<file path="src/rtl/simd_pkg.sv">
// ----------------------------------------------------------------------------
// simd_pkg
// Shared definitions for the 4-lane SIMD array controller:
//   - NLANES        : number of arithmetic lanes driven by the sequencer
//   - ST_*          : sequencer FSM state encodings (IDLE/LOAD/SETTLE/SEND/DONE)
//   - simd_mode_e   : ALU mode encoding, shared with the lane ALUs
//   - seq_cnt_width : width of the phase bit counter
// ----------------------------------------------------------------------------
package simd_pkg;

    localparam int NLANES = 4;

    typedef logic [2:0] seq_state_t;

    localparam seq_state_t ST_IDLE   = 3'd0;
    localparam seq_state_t ST_LOAD   = 3'd1;
    localparam seq_state_t ST_SETTLE = 3'd2;
    localparam seq_state_t ST_SEND   = 3'd3;
    localparam seq_state_t ST_DONE   = 3'd4;

    typedef enum logic [3:0] {
        MODE_ADD    = 4'h0,
        MODE_SUB    = 4'h1,
        MODE_AND    = 4'h2,
        MODE_OR     = 4'h3,
        MODE_XOR    = 4'h4,
        MODE_PASS_A = 4'h5,
        MODE_PASS_B = 4'h6
    } simd_mode_e;

    // The longest phase (SEND) runs BW+PISO_LAT cycles; the counter must hold
    // that value without wrapping.
    function automatic int seq_cnt_width(input int bw, input int piso_lat);
        return $clog2(bw + piso_lat + 1);
    endfunction

endpackage

</file>
<file path="src/rtl/simd_seq_shifter.sv">
// ----------------------------------------------------------------------------
// simd_seq_shifter
// One BW-bit shift register, MSB-first in both directions.
//   i_clk    : clock, rising edge
//   i_rst_n  : asynchronous active-low reset, clears the register
//   i_load   : parallel load of i_pdata (wins over i_shift)
//   i_pdata  : parallel load data
//   i_shift  : shift left one place, i_sin enters at the LSB
//   i_sin    : serial input
//   o_sout   : serial output (current MSB)
//   o_pdata  : parallel output (current register contents)
// ----------------------------------------------------------------------------
module simd_seq_shifter
    import simd_pkg::*;
#(
    parameter int BW = 32
) (
    input  logic          i_clk,
    input  logic          i_rst_n,
    input  logic          i_load,
    input  logic [BW-1:0] i_pdata,
    input  logic          i_shift,
    input  logic          i_sin,
    output logic          o_sout,
    output logic [BW-1:0] o_pdata
);

    logic [BW-1:0] r_data;

    always_ff @(posedge i_clk or negedge i_rst_n) begin
        if (!i_rst_n) begin
            r_data <= '0;
        end else if (i_load) begin
            r_data <= i_pdata;
        end else if (i_shift) begin
            r_data <= {r_data[BW-2:0], i_sin};
        end
    end

    assign o_sout  = r_data[BW-1];
    assign o_pdata = r_data;

endmodule

</file>
<file path="src/rtl/simd_lane_sequencer.sv">
// ----------------------------------------------------------------------------
// simd_lane_sequencer
// Controller on both sides of the 4-lane SIMD array. Accepts a bundle of four
// operand pairs plus mode/dtype, shifts the operands into the lanes MSB-first
// with o_load high, waits SETTLE cycles, pulses o_send for BW cycles and
// collects the four serial result streams into parallel words.
//
// Ports:
//   i_clk        : clock, all logic on the rising edge
//   i_rst_n      : asynchronous active-low reset (aborts any operation)
//   i_in_valid   : operand bundle valid
//   o_in_ready   : bundle can be accepted (IDLE only)
//   i_in_a/b     : lane operands, lane0 in [BW-1:0]
//   i_in_mode    : ALU mode, latched at accept
//   i_in_dtype   : ALU dtype, latched at accept
//   o_load       : high for the BW cycles of LOAD
//   o_lane_bits  : {B3,A3,B2,A2,B1,A1,B0,A0} current operand bit, MSB first
//   o_mode       : latched mode, held from accept to result handshake
//   o_dtype      : latched dtype, same lifetime as o_mode
//   o_send       : high for the first BW cycles of SEND
//   i_res_bits   : serial results from the lanes, bit i = lane i
//   o_out_valid  : result bundle valid (DONE), held until i_out_ready
//   i_out_ready  : consumer accepts the result bundle
//   o_out_res    : captured results, lane0 in [BW-1:0]
//   o_op_count   : (SIMD_SEQ_OPCNT_EN only) completed result handshakes,
//                  wraps 0xFFFF -> 0
//
// Build option: define SIMD_SEQ_OPCNT_EN to add the o_op_count port/counter.
// SETTLE is assumed to be in 1..BW+PISO_LAT so it fits the phase counter.
// ----------------------------------------------------------------------------
module simd_lane_sequencer
    import simd_pkg::*;
#(
    parameter int BW       = 32,
    parameter int PISO_LAT = 1,
    parameter int SETTLE   = 1
) (
    input  logic                   i_clk,
    input  logic                   i_rst_n,
    input  logic                   i_in_valid,
    output logic                   o_in_ready,
    input  logic [NLANES*BW-1:0]   i_in_a,
    input  logic [NLANES*BW-1:0]   i_in_b,
    input  logic [3:0]             i_in_mode,
    input  logic                   i_in_dtype,
    output logic                   o_load,
    output logic [2*NLANES-1:0]    o_lane_bits,
    output logic [3:0]             o_mode,
    output logic                   o_dtype,
    output logic                   o_send,
    input  logic [NLANES-1:0]      i_res_bits,
    output logic                   o_out_valid,
    input  logic                   i_out_ready,
    output logic [NLANES*BW-1:0]   o_out_res
`ifdef SIMD_SEQ_OPCNT_EN
    ,
    output logic [15:0]            o_op_count
`endif
);

    localparam int CNT_W = seq_cnt_width(BW, PISO_LAT);

    localparam logic [CNT_W-1:0] C_LOAD_LAST   = CNT_W'(BW - 1);
    localparam logic [CNT_W-1:0] C_SETTLE_LAST = CNT_W'(SETTLE - 1);
    localparam logic [CNT_W-1:0] C_SEND_LAST   = CNT_W'(BW + PISO_LAT - 1);
    localparam logic [CNT_W-1:0] C_SEND_BW     = CNT_W'(BW);
    localparam logic [CNT_W-1:0] C_CAP_FIRST   = CNT_W'(PISO_LAT);
    localparam logic [CNT_W-1:0] C_CAP_END     = CNT_W'(PISO_LAT + BW);

    seq_state_t       r_state;
    seq_state_t       w_state_next;
    logic [CNT_W-1:0] r_cnt;
    logic [3:0]       r_mode;
    logic             r_dtype;

    logic w_accept;
    logic w_out_hs;
    logic w_in_load;
    logic w_in_send;
    logic w_counting;
    logic w_capture;

    assign w_accept   = i_in_valid && (r_state == ST_IDLE);
    assign w_out_hs   = i_out_ready && (r_state == ST_DONE);
    assign w_in_load  = (r_state == ST_LOAD);
    assign w_in_send  = (r_state == ST_SEND);
    // Only the timed phases advance the counter; IDLE and DONE may last
    // indefinitely and must not let it wander.
    assign w_counting = w_in_load || w_in_send || (r_state == ST_SETTLE);
    // Result bits arrive PISO_LAT cycles after send rises and stay for BW cycles.
    assign w_capture  = w_in_send && (r_cnt >= C_CAP_FIRST) && (r_cnt < C_CAP_END);

    // ------------------------------------------------------------------
    // Phase FSM
    // ------------------------------------------------------------------
    always_comb begin
        w_state_next = r_state;
        case (r_state)
            ST_IDLE:   if (w_accept)                 w_state_next = ST_LOAD;
            ST_LOAD:   if (r_cnt == C_LOAD_LAST)     w_state_next = ST_SETTLE;
            ST_SETTLE: if (r_cnt == C_SETTLE_LAST)   w_state_next = ST_SEND;
            ST_SEND:   if (r_cnt == C_SEND_LAST)     w_state_next = ST_DONE;
            ST_DONE:   if (i_out_ready)              w_state_next = ST_IDLE;
            default:                                 w_state_next = ST_IDLE;
        endcase
    end

    always_ff @(posedge i_clk or negedge i_rst_n) begin
        if (!i_rst_n) begin
            r_state <= ST_IDLE;
            r_cnt   <= '0;
        end else begin
            r_state <= w_state_next;
            // Every phase starts counting from zero.
            if (w_state_next != r_state) begin
                r_cnt <= '0;
            end else if (w_counting) begin
                r_cnt <= r_cnt + 1'b1;
            end
        end
    end

    // Mode/dtype are captured once per operation so the lanes see a stable
    // value even if the producer changes its inputs right after accept.
    always_ff @(posedge i_clk or negedge i_rst_n) begin
        if (!i_rst_n) begin
            r_mode  <= '0;
            r_dtype <= 1'b0;
        end else if (w_accept) begin
            r_mode  <= i_in_mode;
            r_dtype <= i_in_dtype;
        end
    end

`ifdef SIMD_SEQ_OPCNT_EN
    logic [15:0] r_op_count;

    always_ff @(posedge i_clk or negedge i_rst_n) begin
        if (!i_rst_n) begin
            r_op_count <= '0;
        end else if (w_out_hs) begin
            r_op_count <= r_op_count + 16'd1;
        end
    end

    assign o_op_count = r_op_count;
`endif

    // ------------------------------------------------------------------
    // Shift registers: operands are parallel-loaded at accept and shifted
    // out during LOAD; results are shifted in during the capture window.
    // ------------------------------------------------------------------
    logic [2*NLANES-1:0] w_op_msb;
    logic [2*NLANES-1:0] w_op_par_x;
    logic [NLANES-1:0]   w_res_sout;
    logic [BW-1:0]       w_op_par [2*NLANES];
    logic                w_unused;

    genvar gi;
    generate
        for (gi = 0; gi < NLANES; gi++) begin : g_lane
            simd_seq_shifter #(.BW(BW)) u_op_a (
                .i_clk   (i_clk),
                .i_rst_n (i_rst_n),
                .i_load  (w_accept),
                .i_pdata (i_in_a[gi*BW +: BW]),
                .i_shift (w_in_load),
                .i_sin   (1'b0),
                .o_sout  (w_op_msb[2*gi]),
                .o_pdata (w_op_par[2*gi])
            );

            simd_seq_shifter #(.BW(BW)) u_op_b (
                .i_clk   (i_clk),
                .i_rst_n (i_rst_n),
                .i_load  (w_accept),
                .i_pdata (i_in_b[gi*BW +: BW]),
                .i_shift (w_in_load),
                .i_sin   (1'b0),
                .o_sout  (w_op_msb[2*gi+1]),
                .o_pdata (w_op_par[2*gi+1])
            );

            simd_seq_shifter #(.BW(BW)) u_res (
                .i_clk   (i_clk),
                .i_rst_n (i_rst_n),
                .i_load  (1'b0),
                .i_pdata ({BW{1'b0}}),
                .i_shift (w_capture),
                .i_sin   (i_res_bits[gi]),
                .o_sout  (w_res_sout[gi]),
                .o_pdata (o_out_res[gi*BW +: BW])
            );

            // The array only sees operand bits while load is high.
            assign o_lane_bits[2*gi]   = w_in_load & w_op_msb[2*gi];
            assign o_lane_bits[2*gi+1] = w_in_load & w_op_msb[2*gi+1];
        end

        for (gi = 0; gi < 2*NLANES; gi++) begin : g_par_fold
            assign w_op_par_x[gi] = ^w_op_par[gi];
        end
    endgenerate

    // Operand parallel outputs and result serial outputs have no consumer here.
    assign w_unused = ^{w_op_par_x, w_res_sout};

    assign o_in_ready  = (r_state == ST_IDLE);
    assign o_load      = w_in_load;
    assign o_send      = w_in_send && (r_cnt < C_SEND_BW);
    assign o_out_valid = (r_state == ST_DONE);
    assign o_mode      = r_mode;
    assign o_dtype     = r_dtype;

endmodule

</file>
<file path="config.mk">
export PLATFORM = sky130hd
export DESIGN_NAME = simd_lane_sequencer
export DESIGN_NICKNAME = d
export VERILOG_FILES = /design/src/rtl/simd_pkg.sv /design/src/rtl/simd_seq_shifter.sv /design/src/rtl/simd_lane_sequencer.sv
export SDC_FILE = /design/constraint.sdc
export NUM_CORES = 1
export LEC_CHECK = 0
export BUFFER_PORTS_ARGS = -buffer_cell sky130_fd_sc_hd__buf_2
export CAP_MARGIN = 10
export CORE_ASPECT_RATIO = 2
export CORE_MARGIN = 2
export CORE_UTILIZATION = 40
export DETAILED_ROUTE_END_ITERATION = 10
export GPL_ROUTABILITY_DRIVEN = 0
export REMOVE_ABC_BUFFERS = 1
export SLEW_MARGIN = 20
export SYNTH_ARGS = -nofsm -noshare
export SYNTH_HDL_FRONTEND = slang
export SYNTH_HIERARCHICAL = 1
export SYNTH_SLANG_ARGS = --single-unit
</file>
<file path="constraint.sdc">
create_clock -name i_clk -period 2.6 [get_ports i_clk]
set_clock_uncertainty 0.15 [all_clocks]
set_input_delay 0.52 -clock i_clk [delete_from_list [all_inputs] [get_ports i_clk]]
set_output_delay 0.52 -clock i_clk [all_outputs]
set_load 0.01 [all_outputs]
</file>
==> results of run 1 <==
[where the power goes]
part | switching, mW | internal, mW | total (mW)
Clock | 2.41 | 3.27 | 5.68
Combinational | 5.53 | 5.46 | 11.0
Sequential | 1.74 | 8.96 | 10.7
[repair_timing]
| item | in CTS | in global routing |
|---|---|---|
| hold endpoints to repair | 42 | 0 |
| gates cloned | 1 | 0 |
| gates resized for setup | 2 | 1 |
| setup endpoints to repair | 9 | 1 |
| hold buffers | 1 | 0 |
| buffers inserted | 1 | 0 |
| pin swaps | 1 | 0 |
[critical path, cell delays in order (launching register included)]
cell and delay [ps]:
sky130_fd_sc_hd__dfrtp_2 470, sky130_fd_sc_hd__nand2b_4 180, sky130_fd_sc_hd__nor2_4 140, sky130_fd_sc_hd__buf_12 180, sky130_fd_sc_hd__buf_6 170, sky130_fd_sc_hd__buf_2 140
[sequential cells by signal, indices dropped and copies added, names as in the netlist]
register / cells
o_mode: 4
r_cnt: 6
g_lane.u_op_a/o_pdata: 128
g_lane.u_op_b/o_pdata: 128
g_lane.u_res/o_pdata: 128
r_state: 3
o_dtype: 1
[cell type report]
class	instances	area [um2]
Timing Repair Buffer	477	2850
Antenna cell	1	2.50
Inverter	5	26.3
Clock inverter	10	88.8
Multi-Input combinational cell	1356	8330
Fill cell	4454	24100
Sequential cell	398	9960
Clock buffer	58	1190
Tap cell	632	791
[path summary, 6_finish.rpt]
kind,cells past startpoint,slack (ps),end,start
min,3,50,g_lane[3].u_op_b/o_pdata[6]$_DFFE_PN0P_,i_in_b[102]
max,5,100,o_load,r_state[2]$_DFF_PN0_
min reg2reg,1,360,o_mode[2]$_DFFE_PN0P_,o_mode[2]$_DFFE_PN0P_
max reg2reg,9,260,g_lane[2].u_res/o_pdata[6]$_DFFE_PN0P_,r_cnt[0]$_DFFE_PN0P_
min in group asynchronous,2,390,g_lane[0].u_op_a/o_pdata[24]$_DFFE_PN0P_,i_rst_n
max in group asynchronous,3,1090,r_state[2]$_DFF_PN0_,i_rst_n
[layer usage]
| layer | GRT usage, % | wire [um] |
|---|---|---|
| met1 | 20.9 | 18200 |
| met2 | 34.3 | 25000 |
| met3 | 3.41 | 2280 |
| met4 | 8.37 | 2100 |
| met5 | 0 | 55 |
[metrics by stage]
stage | power (mW) | setup WS, ps | hold WS, ps | TNS (ps)
after global placement | 21.3 | 326 | 336 | 0
after CTS | 27.8 | 11.7 | 11.2 | 0
after detailed placement | 21.8 | 290 | 348 | 0
final | 27.4 | 99.6 | 48.0 | 0
after floorplan | 14.9 | -15340 | 74.4 | -5685940
after global routing | 29.3 | 15.6 | 28.1 | 0
==> results by stage, run 1 <==
Place:
- The area of placed instances is 21900 um2.
- After detailed placement, the design holds a cell count of 2865.
- The port buffer count is 413.
- Detailed placement ended at an HPWL of 34700 um.

Floorplanning:
- The die width is 158 um.
- Measured along the y axis, the die boundary spans 313 um.
- The area enclosed by the die boundary is 49600 um2.
- The initial utilization of the core area, before any placement, comes to 40.3%.
- In this run the standard cell core region covers 47400 um2.
- The I/O pin count is 414.
- The floorplan has 113 rows.

Setup path:
- The worst setup path is captured at an output pin.
- The setup path with the least slack is of type flop to output pin.
- The largest driver fanout on the critical path is 15.
- For the worst setup path, the data required time is 1930 ps.
- The arrival time of the worst setup path is 1830 ps.
- The nature of the critical path startpoint is a flop.

Global route:
- The largest net degree at the start of global routing is 72.
- Summed over all layers, the global routing overflow is 0.
- The first global-routing pass estimated 74100 um of wire.
- The via count of the first global-routing pass was 14400.
- The initial antenna violation count is 7.
- Global routing used 18.8% of the available tracks.

Cells and area:
- The area growth from synthesis to layout is 21.8%.
- Once layout is done, the placed cells without fillers occupy 23200 um2.
- The top cell types in the final layout, fill and taps aside, are sky130_fd_sc_hd__buf_2 (412), sky130_fd_sc_hd__dfrtp_1 (397), sky130_fd_sc_hd__nand2_1 (390).
- The core occupancy in the finished layout is 49.1%.
- The net count of the finished layout is 2549.
- The fraction of final layout cells sized beyond drive strength 1 is 25.0%.
- Excluding fillers, the count of instances in the completed layout stands at 2937.
- The most frequent standard cell in the layout excluding fill and tap cells is sky130_fd_sc_hd__buf_2.

STA:
- Setup repair after global routing left no endpoint under its margin.
- For the pin with the worst max-slew slack, the measured transition is 526 ps.
- The count of pins over their slew limit is 0.
- The final setup violation count is 0.
- Measured against its own limit, the worst slew margin works out to 64.9%.
- The highest clock frequency the design can meet is 400 MHz.
- The post-route clock period utilization is 96.2%.
- The number of hold violations in the final report is 0.
- The minimum clock period after layout is 2500 ps.

Synth:
- Yosys printed 6 warnings.
- The area of the mapped netlist is 19100 um2.
- Synthesis handed over a netlist of 1761 instances.
- A synthesized cell averages 10.8 um2.

Clocking:
- The maximum number of buffers from clock root to sink is 3.
- The clock sink count is 398.
- The H-tree was split into 2 levels.
- Clock tree synthesis inserted a total of 39 buffers.
- The later pin in the worst-skew pair is clocked with a latency of 530 ps.
- TritonCTS built the clock tree.
- The clock transition at the registers of the reported paths is 60 ps.
- The cell chosen for the clock root is sky130_fd_sc_hd__clkbuf_16.

Detailed routing:
- The detailed-route via count is 14110.
- For this block, the initial DRC count from the detailed router was 731.
- Summed over all layers, the routed wires come to 47600 um.
- The number of DRC violations after detailed routing is 0.
- Dividing the detail-routed via count by the number of cells gives 4.80.
- The routed length per placed instance is 16.2 um.
- The number of nets still failing antenna checks after routing is 0.
- The number of iterations in the first detailed-routing pass is 5.

Status:
- The flow ran to the end, and the final reports show no timing, DRC or antenna violations.

Pwr:
- The worst supply voltage drop on vdd is 0.751 mV.
- The power per cell area is 1180 nW/um2.
- The leakage power summed over all cells is 11.3 nW.

Worst hold path:
- The worst hold path belongs to the class primary input to flop.

Run:
- The total of max-cap violations is 0.
Note: power is estimated with default switching activity, not from simulation.
==> run 2, diff against run 1 <==
--- a/config.mk
+++ b/config.mk
@@ -5,12 +5,12 @@
 export SDC_FILE = /design/constraint.sdc
 export NUM_CORES = 1
 export LEC_CHECK = 0
-export BUFFER_PORTS_ARGS = -buffer_cell sky130_fd_sc_hd__buf_2
 export CAP_MARGIN = 10
 export CORE_ASPECT_RATIO = 2
 export CORE_MARGIN = 2
 export CORE_UTILIZATION = 40
 export DETAILED_ROUTE_END_ITERATION = 10
+export DONT_BUFFER_PORTS = 1
 export GPL_ROUTABILITY_DRIVEN = 0
 export REMOVE_ABC_BUFFERS = 1
 export SLEW_MARGIN = 20
==> run 2 against run 1 <==
Compared with the run above: the flow now finishes with violations (negative hold slack); non-clock buffer count shrank 171; worst setup slack worse by 13 ps; power shrank 0.26%; critical path depth shrank 1; via count fell by 2.3%; combinational power decreased by 7%; flip-flop and latch count did not move; die area unchanged; first-iteration DRC count up 9.2%.
==> results by stage, run 2 (synthesis gave the netlist of run 1 again) <==
Floorplanning:
- The I/O pin count came to 414 (unchanged).
- The number of placement rows is 113 (unchanged).
- The die width was 158 um (unchanged).
- The initial core utilization was 40.3% (unchanged).
- The area enclosed by the die boundary is 49600 um2 (unchanged).
- The core area is 47400 um2 (unchanged).
- The floorplan die height is 313 um (unchanged).

STA:
- The final hold slack is -474 ps (was 48.0 ps).
- The slew of the pin with the lowest slew margin is 916 ps (was 526 ps).
- Unrepaired setup endpoints after global routing: no (unchanged).
- The minimum clock period after layout came to 2510 ps (was 2500 ps).
- The sum of negative setup slack is 0 ps (unchanged).
- The post-route clock period utilization came to 96.7% (was 96.2%).
- The count of pins over their slew limit came to 0 (unchanged).
- The worst relative slew slack came to 38.9% (was 64.9%).
- The final worst-path setup slack is 86.6 ps (was 99.6 ps).
- The number of hold violations in the final report is 398 (was 0).
- The highest clock frequency the design can meet was 398 MHz (was 400 MHz).
- The final setup violation count was 0 (unchanged).

Pwr:
- The power per cell area was 1150 nW/um2 (was 1180 nW/um2).
- The worst supply voltage drop on vdd came to 0.737 mV (was 0.751 mV).
- The power after layout is 27.3 mW (was 27.4 mW).
- The leakage power summed over all cells is 10.6 nW (was 11.3 nW).

Worst hold path:
- The worst hold-check path type is primary input to asynchronous set/reset pin (was primary input to flop).

Run:
- The total of max-cap violations is 0 (unchanged).

Clocking:
- The TritonCTS clock tree is done (unchanged).
- The cell chosen for the clock root was sky130_fd_sc_hd__clkbuf_16 (unchanged).
- The clock sink count was 398 (unchanged).
- The cts-stage hold buffer count is 258 (was 1).
- The clock latency of the later-clocked register in the worst-skew pair came to 540 ps (was 530 ps).
- The number of clock buffers inserted by TritonCTS is 38 (was 39).
- The depth of the CTS H-tree is 2 (unchanged).
- The clock transition at the registers of the reported paths is 60 ps (about the same).
- The maximum number of buffers from clock root to sink is 3 (unchanged).

Setup path:
- The largest incremental delay on the critical path is 470 ps (about the same).
- The cell at the slowest stage of the critical path is sky130_fd_sc_hd__dfrtp_2 (unchanged).
- The launching element of the worst setup path was r_state[2]$_DFF_PN0_ (unchanged).
- The capturing point of the worst reg2reg path is g_lane[3].u_res/o_pdata[16]$_DFFE_PN0P_ (was g_lane[2].u_res/o_pdata[6]$_DFFE_PN0P_).
- The capturing element type of the critical path is an output pin (unchanged).
- The end point of the critical path is o_load (unchanged).
- The largest driver fanout on the critical path is 12 (was 15).
- The arrival time of the worst setup path was 1840 ps (was 1830 ps).
- The worst setup path category is flop to output pin (unchanged).
- The data required time of the critical path is 1930 ps (about the same).
- The startpoint of the worst register-to-register path was r_cnt[0]$_DFFE_PN0P_ (unchanged).
- The register-to-register setup slack was 240 ps (was 260 ps).
- Cell chain of the critical path: nand2b_1 > nor2_4 > buf_12 > buf_4 (was nand2b_4 > nor2_4 > buf_12 > buf_6 > buf_2).
- The number of cells traversed by the worst register-to-register path came to 9 (unchanged).
- The nature of the critical path startpoint is a flop (unchanged).

Cells and area:
- Most frequent cells in the layout: sky130_fd_sc_hd__dfrtp_1 (396), sky130_fd_sc_hd__nand2_1 (390), sky130_fd_sc_hd__mux2i_1 (385) (was sky130_fd_sc_hd__buf_2 (412), sky130_fd_sc_hd__dfrtp_1 (397), sky130_fd_sc_hd__nand2_1 (390)).
- The core occupancy in the finished layout is 50.0% (was 49.1%).
- The synthesis-to-finish area growth was 24.0% (was 21.8%).
- The cell area after layout is 23700 um2 (was 23200 um2).
- The final net count is 2377 (was 2549).
- The most frequent standard cell in the layout excluding fill and tap cells is sky130_fd_sc_hd__dfrtp_1 (was sky130_fd_sc_hd__buf_2).
- The number of non-filler instances in the completed layout is 2776 (was 2937).
- The fraction of final layout cells sized beyond drive strength 1 was 7.03% (was 25.0%).

Detailed routing:
- The count of routing violations after the opening detailed-route iteration is 798 (was 731).
- The wire length after detailed routing came to 48300 um (was 47600 um).
- The number of DRC violations after detailed routing is 0 (unchanged).
- The number of nets still failing antenna checks after routing is 0 (unchanged).
- The detailed-route via count was 13782 (was 14110).
- The detailed-route vias per instance is 4.96 (was 4.80).
- The number of iterations in the first detailed-routing pass is 5 (unchanged).
- The routed length per placed instance is 17.4 um (was 16.2 um).

Place:
- The HPWL reported at the end of detailed placement is 31000 um (was 34700 um).
- The area of placed instances is 19700 um2 (was 21900 um2).
- The number of instances in the placed design is 2435 (was 2865).
- The worst-case setup slack after placement came to 240 ps (was 290 ps).
- The port buffer count came to 0 (was 413).

Global route:
- The via count of the first global-routing pass is 14395 (was 14400).
- The total track usage is 19.0% (was 18.8%).
- The global-route wire length before repair came to 75300 um (was 74100 um).
- The total global routing overflow is 0 (unchanged).
- The largest net degree at the start of global routing was 399 (was 72).
- The initial antenna violation count was 8 (was 7).

Status:
- Result of the run: complete, but fails checks (was completed).
- The checks that failed: negative hold slack.
run 2: cell count changes in the layout (fill, tap and decap cells not counted), sizes merged:
cell	delta
dlygate4sd3	+257
diode	+9
clkinv	+1
bufinv	+3
clkbuf	-2
clkinvlp	-1
buf	-428
run 2: metal layers:
| metal | up-vias | track usage, % | wire (um) |
|---|---|---|---|
| met3 | 123 | 3.53 | 2460 |
| met4 | 0 | 9.23 | 2220 |
| met1 | 6614 | 20.3 | 18000 |
| met2 | 412 | 35.4 | 25600 |
| li1 | 6633 | - | - |
| met5 | - | 0 | 0 |
run 2: worst min path at each step:
stage / startpoint / to / slack, ps / cells after the start
detailed placement: i_rst_n / g_lane[0].u_op_a/o_pdata[30]$_DFFE_PN0P_ / 80 / 0
global route: i_rst_n / g_lane[0].u_op_a/o_pdata[30]$_DFFE_PN0P_ / -510 / 0
CTS: i_rst_n / g_lane[0].u_op_a/o_pdata[30]$_DFFE_PN0P_ / -510 / 0
global placement: i_rst_n / g_lane[1].u_op_a/o_pdata[25]$_DFFE_PN0P_ / 80 / 0
floorplan: i_rst_n / g_lane[0].u_op_a/o_pdata[0]$_DFFE_PN0P_ / 70 / 0
finish: i_rst_n / g_lane[0].u_op_a/o_pdata[30]$_DFFE_PN0P_ / -470 / 0
run 2: timing repair:
item / in CTS / in global routing
pin swaps: 0 / 0
gates resized for setup: 0 / 2
endpoints found under the setup margin: 9 / 9
cloned: 1 / 0
buffers inserted: 3 / 0
endpoints found under the hold margin: 656 / 398
run 2: report_power, final:
part           switching [mW]  internal, mW  total [mW]
Sequential               2.22          8.96        11.2
Clock                    2.44          3.51        5.94
Combinational            5.04          5.15        10.2
run 2: layout make-up:
cell class	instances	area [um2]
Fill cell	4136	23700
Sequential cell	398	9960
Multi-Input combinational cell	1356	8320
Timing Repair Buffer	306	3210
Clock buffer	56	1160
Tap cell	632	791
Clock inverter	13	173
Inverter	5	26.3
Antenna cell	10	25.0
run 2: worst max-delay path, delay by kind of cell (launching register included):
family	cells	cell delay, ps
and+or+nand+nor	2	440
DFF	1	470
buffers and inverters	2	390
==> run 3, diff against run 2 <==
--- a/config.mk
+++ b/config.mk
@@ -8,10 +8,11 @@
 export CAP_MARGIN = 10
 export CORE_ASPECT_RATIO = 2
 export CORE_MARGIN = 2
-export CORE_UTILIZATION = 40
+export CORE_UTILIZATION = 55
 export DETAILED_ROUTE_END_ITERATION = 10
 export DONT_BUFFER_PORTS = 1
 export GPL_ROUTABILITY_DRIVEN = 0
+export PLACE_DENSITY = 0.73
 export REMOVE_ABC_BUFFERS = 1
 export SLEW_MARGIN = 20
 export SYNTH_ARGS = -nofsm -noshare
==> run 3 against run 2 <==
Compared with the run above: the run still ends with negative hold slack left; core utilization increased by 18 points; cell count fell by 6.9%; die area down 27%; final area decreased by 1.7%; clock power fell by 8.1%; critical path depth is the same; highest routed layer is now met5; largest cell class unchanged; sequential power hardly changed; sequential share of layout area up 0.72 points; flip-flop and latch count stayed put; wire length rose by 2.7%.
==> results by stage, run 3 (synthesis gave the netlist of run 1 again) <==
Status:
- Result of the run: complete, but fails checks (unchanged).
- Failing checks: negative hold slack (unchanged).

Cells and area:
- The fraction of final layout cells sized beyond drive strength 1 is 7.23% (was 7.03%).
- The synthesis-to-finish area growth is 21.9% (was 24.0%).
- Most frequent cells in the layout: sky130_fd_sc_hd__dfrtp_1 (396), sky130_fd_sc_hd__nand2_1 (390), sky130_fd_sc_hd__mux2i_1 (385) (unchanged).
- The final net count came to 2375 (was 2377).
- The cell area after layout came to 23300 um2 (was 23700 um2).
- The core occupancy in the finished layout is 68.0% (was 50.0%).
- The most frequent standard cell in the layout excluding fill and tap cells was sky130_fd_sc_hd__dfrtp_1 (unchanged).

Global route:
- The total global routing overflow is 0 (unchanged).
- The total track usage was 26.7% (was 19.0%).
- The initial antenna violation count is 12 (was 8).
- The via count of the first global-routing pass is 15032 (was 14395).
- The global-route wire length before repair is 76700 um (was 75300 um).
- The largest net degree at the start of global routing is 399 (unchanged).

Setup path:
- The end point of the critical path is o_lane_bits[7] (was o_load).
- The data required time of the critical path was 1930 ps (about the same).
- The startpoint of the worst register-to-register path is r_cnt[0]$_DFFE_PN0P_ (unchanged).
- The largest driver fanout on the critical path was 12 (unchanged).
- The number of cells traversed by the worst register-to-register path came to 9 (unchanged).
- The launching element of the worst setup path is r_state[2]$_DFF_PN0_ (unchanged).
- The nature of the critical path startpoint is a flop (unchanged).
- The register-to-register setup slack is 230 ps (was 240 ps).
- The worst setup path category is flop to output pin (unchanged).
- The capturing element type of the critical path is an output pin (unchanged).
- The arrival time of the worst setup path is 1810 ps (was 1840 ps).
- The capturing point of the worst reg2reg path is g_lane[2].u_res/o_pdata[6]$_DFFE_PN0P_ (was g_lane[3].u_res/o_pdata[16]$_DFFE_PN0P_).

Floorplanning:
- The core area is 34200 um2 (was 47400 um2).
- The die width came to 136 um (was 158 um).
- The I/O pin count is 414 (unchanged).
- The area enclosed by the die boundary is 36300 um2 (was 49600 um2).
- The number of placement rows is 96 (was 113).
- The floorplan die height is 267 um (was 313 um).
- The initial core utilization came to 55.8% (was 40.3%).

STA:
- The worst relative slew slack was 46.8% (was 38.9%).
- The number of hold violations in the final report is 398 (unchanged).
- The count of pins over their slew limit was 0 (unchanged).
- The slew of the pin with the lowest slew margin is 798 ps (was 916 ps).
- The final setup violation count is 0 (unchanged).
- Unrepaired setup endpoints after global routing: no (unchanged).
- The final worst-path setup slack came to 122 ps (was 86.6 ps).
- The highest clock frequency the design can meet was 404 MHz (was 398 MHz).
- The final hold slack is -479 ps (was -474 ps).
- The minimum clock period after layout is 2480 ps (was 2510 ps).
- The post-route clock period utilization is 95.3% (was 96.7%).

Detailed routing:
- The count of routing violations after the opening detailed-route iteration is 792 (was 798).
- The number of nets still failing antenna checks after routing came to 0 (unchanged).
- The number of DRC violations after detailed routing is 0 (unchanged).
- The wire length after detailed routing is 49600 um (was 48300 um).
- The routed length per placed instance came to 19.2 um (was 17.4 um).
- The detailed-route via count is 14216 (was 13782).
- The detailed-route vias per instance is 5.50 (was 4.96).
- The number of iterations in the first detailed-routing pass is 5 (unchanged).

Clocking:
- The number of clock buffers inserted by TritonCTS was 37 (was 38).
- The maximum number of buffers from clock root to sink is 3 (unchanged).
- The clock transition at the registers of the reported paths is 70 ps (was 60 ps).
- The clock sink count is 398 (unchanged).
- The cell chosen for the clock root is sky130_fd_sc_hd__clkbuf_16 (unchanged).
- The depth of the CTS H-tree was 2 (unchanged).
- The TritonCTS clock tree was done (unchanged).
- The clock latency of the later-clocked register in the worst-skew pair is 540 ps (about the same).

Worst hold path:
- The worst hold-check path type is primary input to asynchronous set/reset pin (unchanged).

Pwr:
- The worst supply voltage drop on vdd is 0.873 mV (was 0.737 mV).
- The switching power share of the total was 37.0% (was 35.5%).
- The net switching power of the design was 10.1 mW (was 9.69 mW).
- The power per cell area was 1170 nW/um2 (was 1150 nW/um2).
- The sequential share of power is 41.4% (was 40.9%).
- The leakage power summed over all cells was 10.6 nW (about the same).
- The combinational share of power came to 38.5% (was 37.3%).
- The share of total power in the clock network was 20.1% (was 21.8%).
- The internal power was 17.1 mW (was 17.6 mW).

Place:
- The HPWL reported at the end of detailed placement is 30000 um (was 31000 um).
- The port buffer count was 0 (unchanged).
- The area of placed instances is 19400 um2 (was 19700 um2).
- The worst-case setup slack after placement is 252 ps (was 240 ps).

Run:
- The total of max-cap violations came to 0 (unchanged).
[run 3: cell type report]
cell class                      count  area [um2]
Inverter                            5        26.3
Clock buffer                       47         983
Antenna cell                       12        30.0
Multi-Input combinational cell   1356        8320
Sequential cell                   398        9960
Fill cell                        2368       11000
Clock inverter                     20         216
Tap cell                          441         552
Timing Repair Buffer              305        3180
[run 3: worst max-delay path, stage by stage, from the launching register on]
cell and delay, ps:
sky130_fd_sc_hd__dfrtp_2 470, sky130_fd_sc_hd__nand2b_1 230, sky130_fd_sc_hd__nor2_4 160, sky130_fd_sc_hd__buf_12 170
sky130_fd_sc_hd__and2_2 220
[run 3: power groups by stage]
stage	clock (mW)	sequential (mW)	combinational [mW]
2_1_floorplan	0	9.84	5.10
3_3_place_gp	0	11.0	9.09
3_5_place_dp	0	11.2	9.54
4_1_cts	5.55	11.1	10.0
5_1_grt	5.81	11.5	11.4
6_report	5.46	11.3	10.5
[run 3: through the flow]
step / cells / total power, mW / setup TNS, ps
CTS: 2569 / 26.7 / 0
floorplan: 1759 / 14.9 / -5685940
detailed placement: 2249 / 20.7 / 0
global route: 2583 / 28.7 / 0
global placement: 2249 / 20.1 / 0
finish: 2584 / 27.2 / 0
[run 3: what timing repair did]
| action | in CTS | in global routing |
|---|---|---|
| buffers inserted | 1 | 1 |
| pin swaps | 1 | 1 |
| endpoints found under the hold margin | 649 | 399 |
| gates resized for setup | 1 | 3 |
| hold buffers | 251 | 1 |
| endpoints found under the setup margin | 8 | 8 |
| cloned | 1 | 1 |
[run 3: routing by layer]
layer,GRT usage [%],wire length [um],up-vias
met2,48.2,26700,526
met4,14.9,2750,2
li1,-,-,6625
met3,5.94,2720,187
met1,28.2,17400,6876
met5,0,11,-
[run 3: worst min-delay path by stage]
stage | end | slack, ps | cells after the start
5_1_grt | g_lane[3].u_res/o_pdata[20]$_DFFE_PN0P_ | -500 | 0
3_5_place_dp | g_lane[3].u_res/o_pdata[20]$_DFFE_PN0P_ | 80 | 0
3_3_place_gp | g_lane[3].u_res/o_pdata[19]$_DFFE_PN0P_ | 80 | 0
6_report | g_lane[3].u_res/o_pdata[20]$_DFFE_PN0P_ | -480 | 0
2_1_floorplan | g_lane[0].u_op_a/o_pdata[0]$_DFFE_PN0P_ | 70 | 0
4_1_cts | g_lane[3].u_res/o_pdata[20]$_DFFE_PN0P_ | -500 | 0
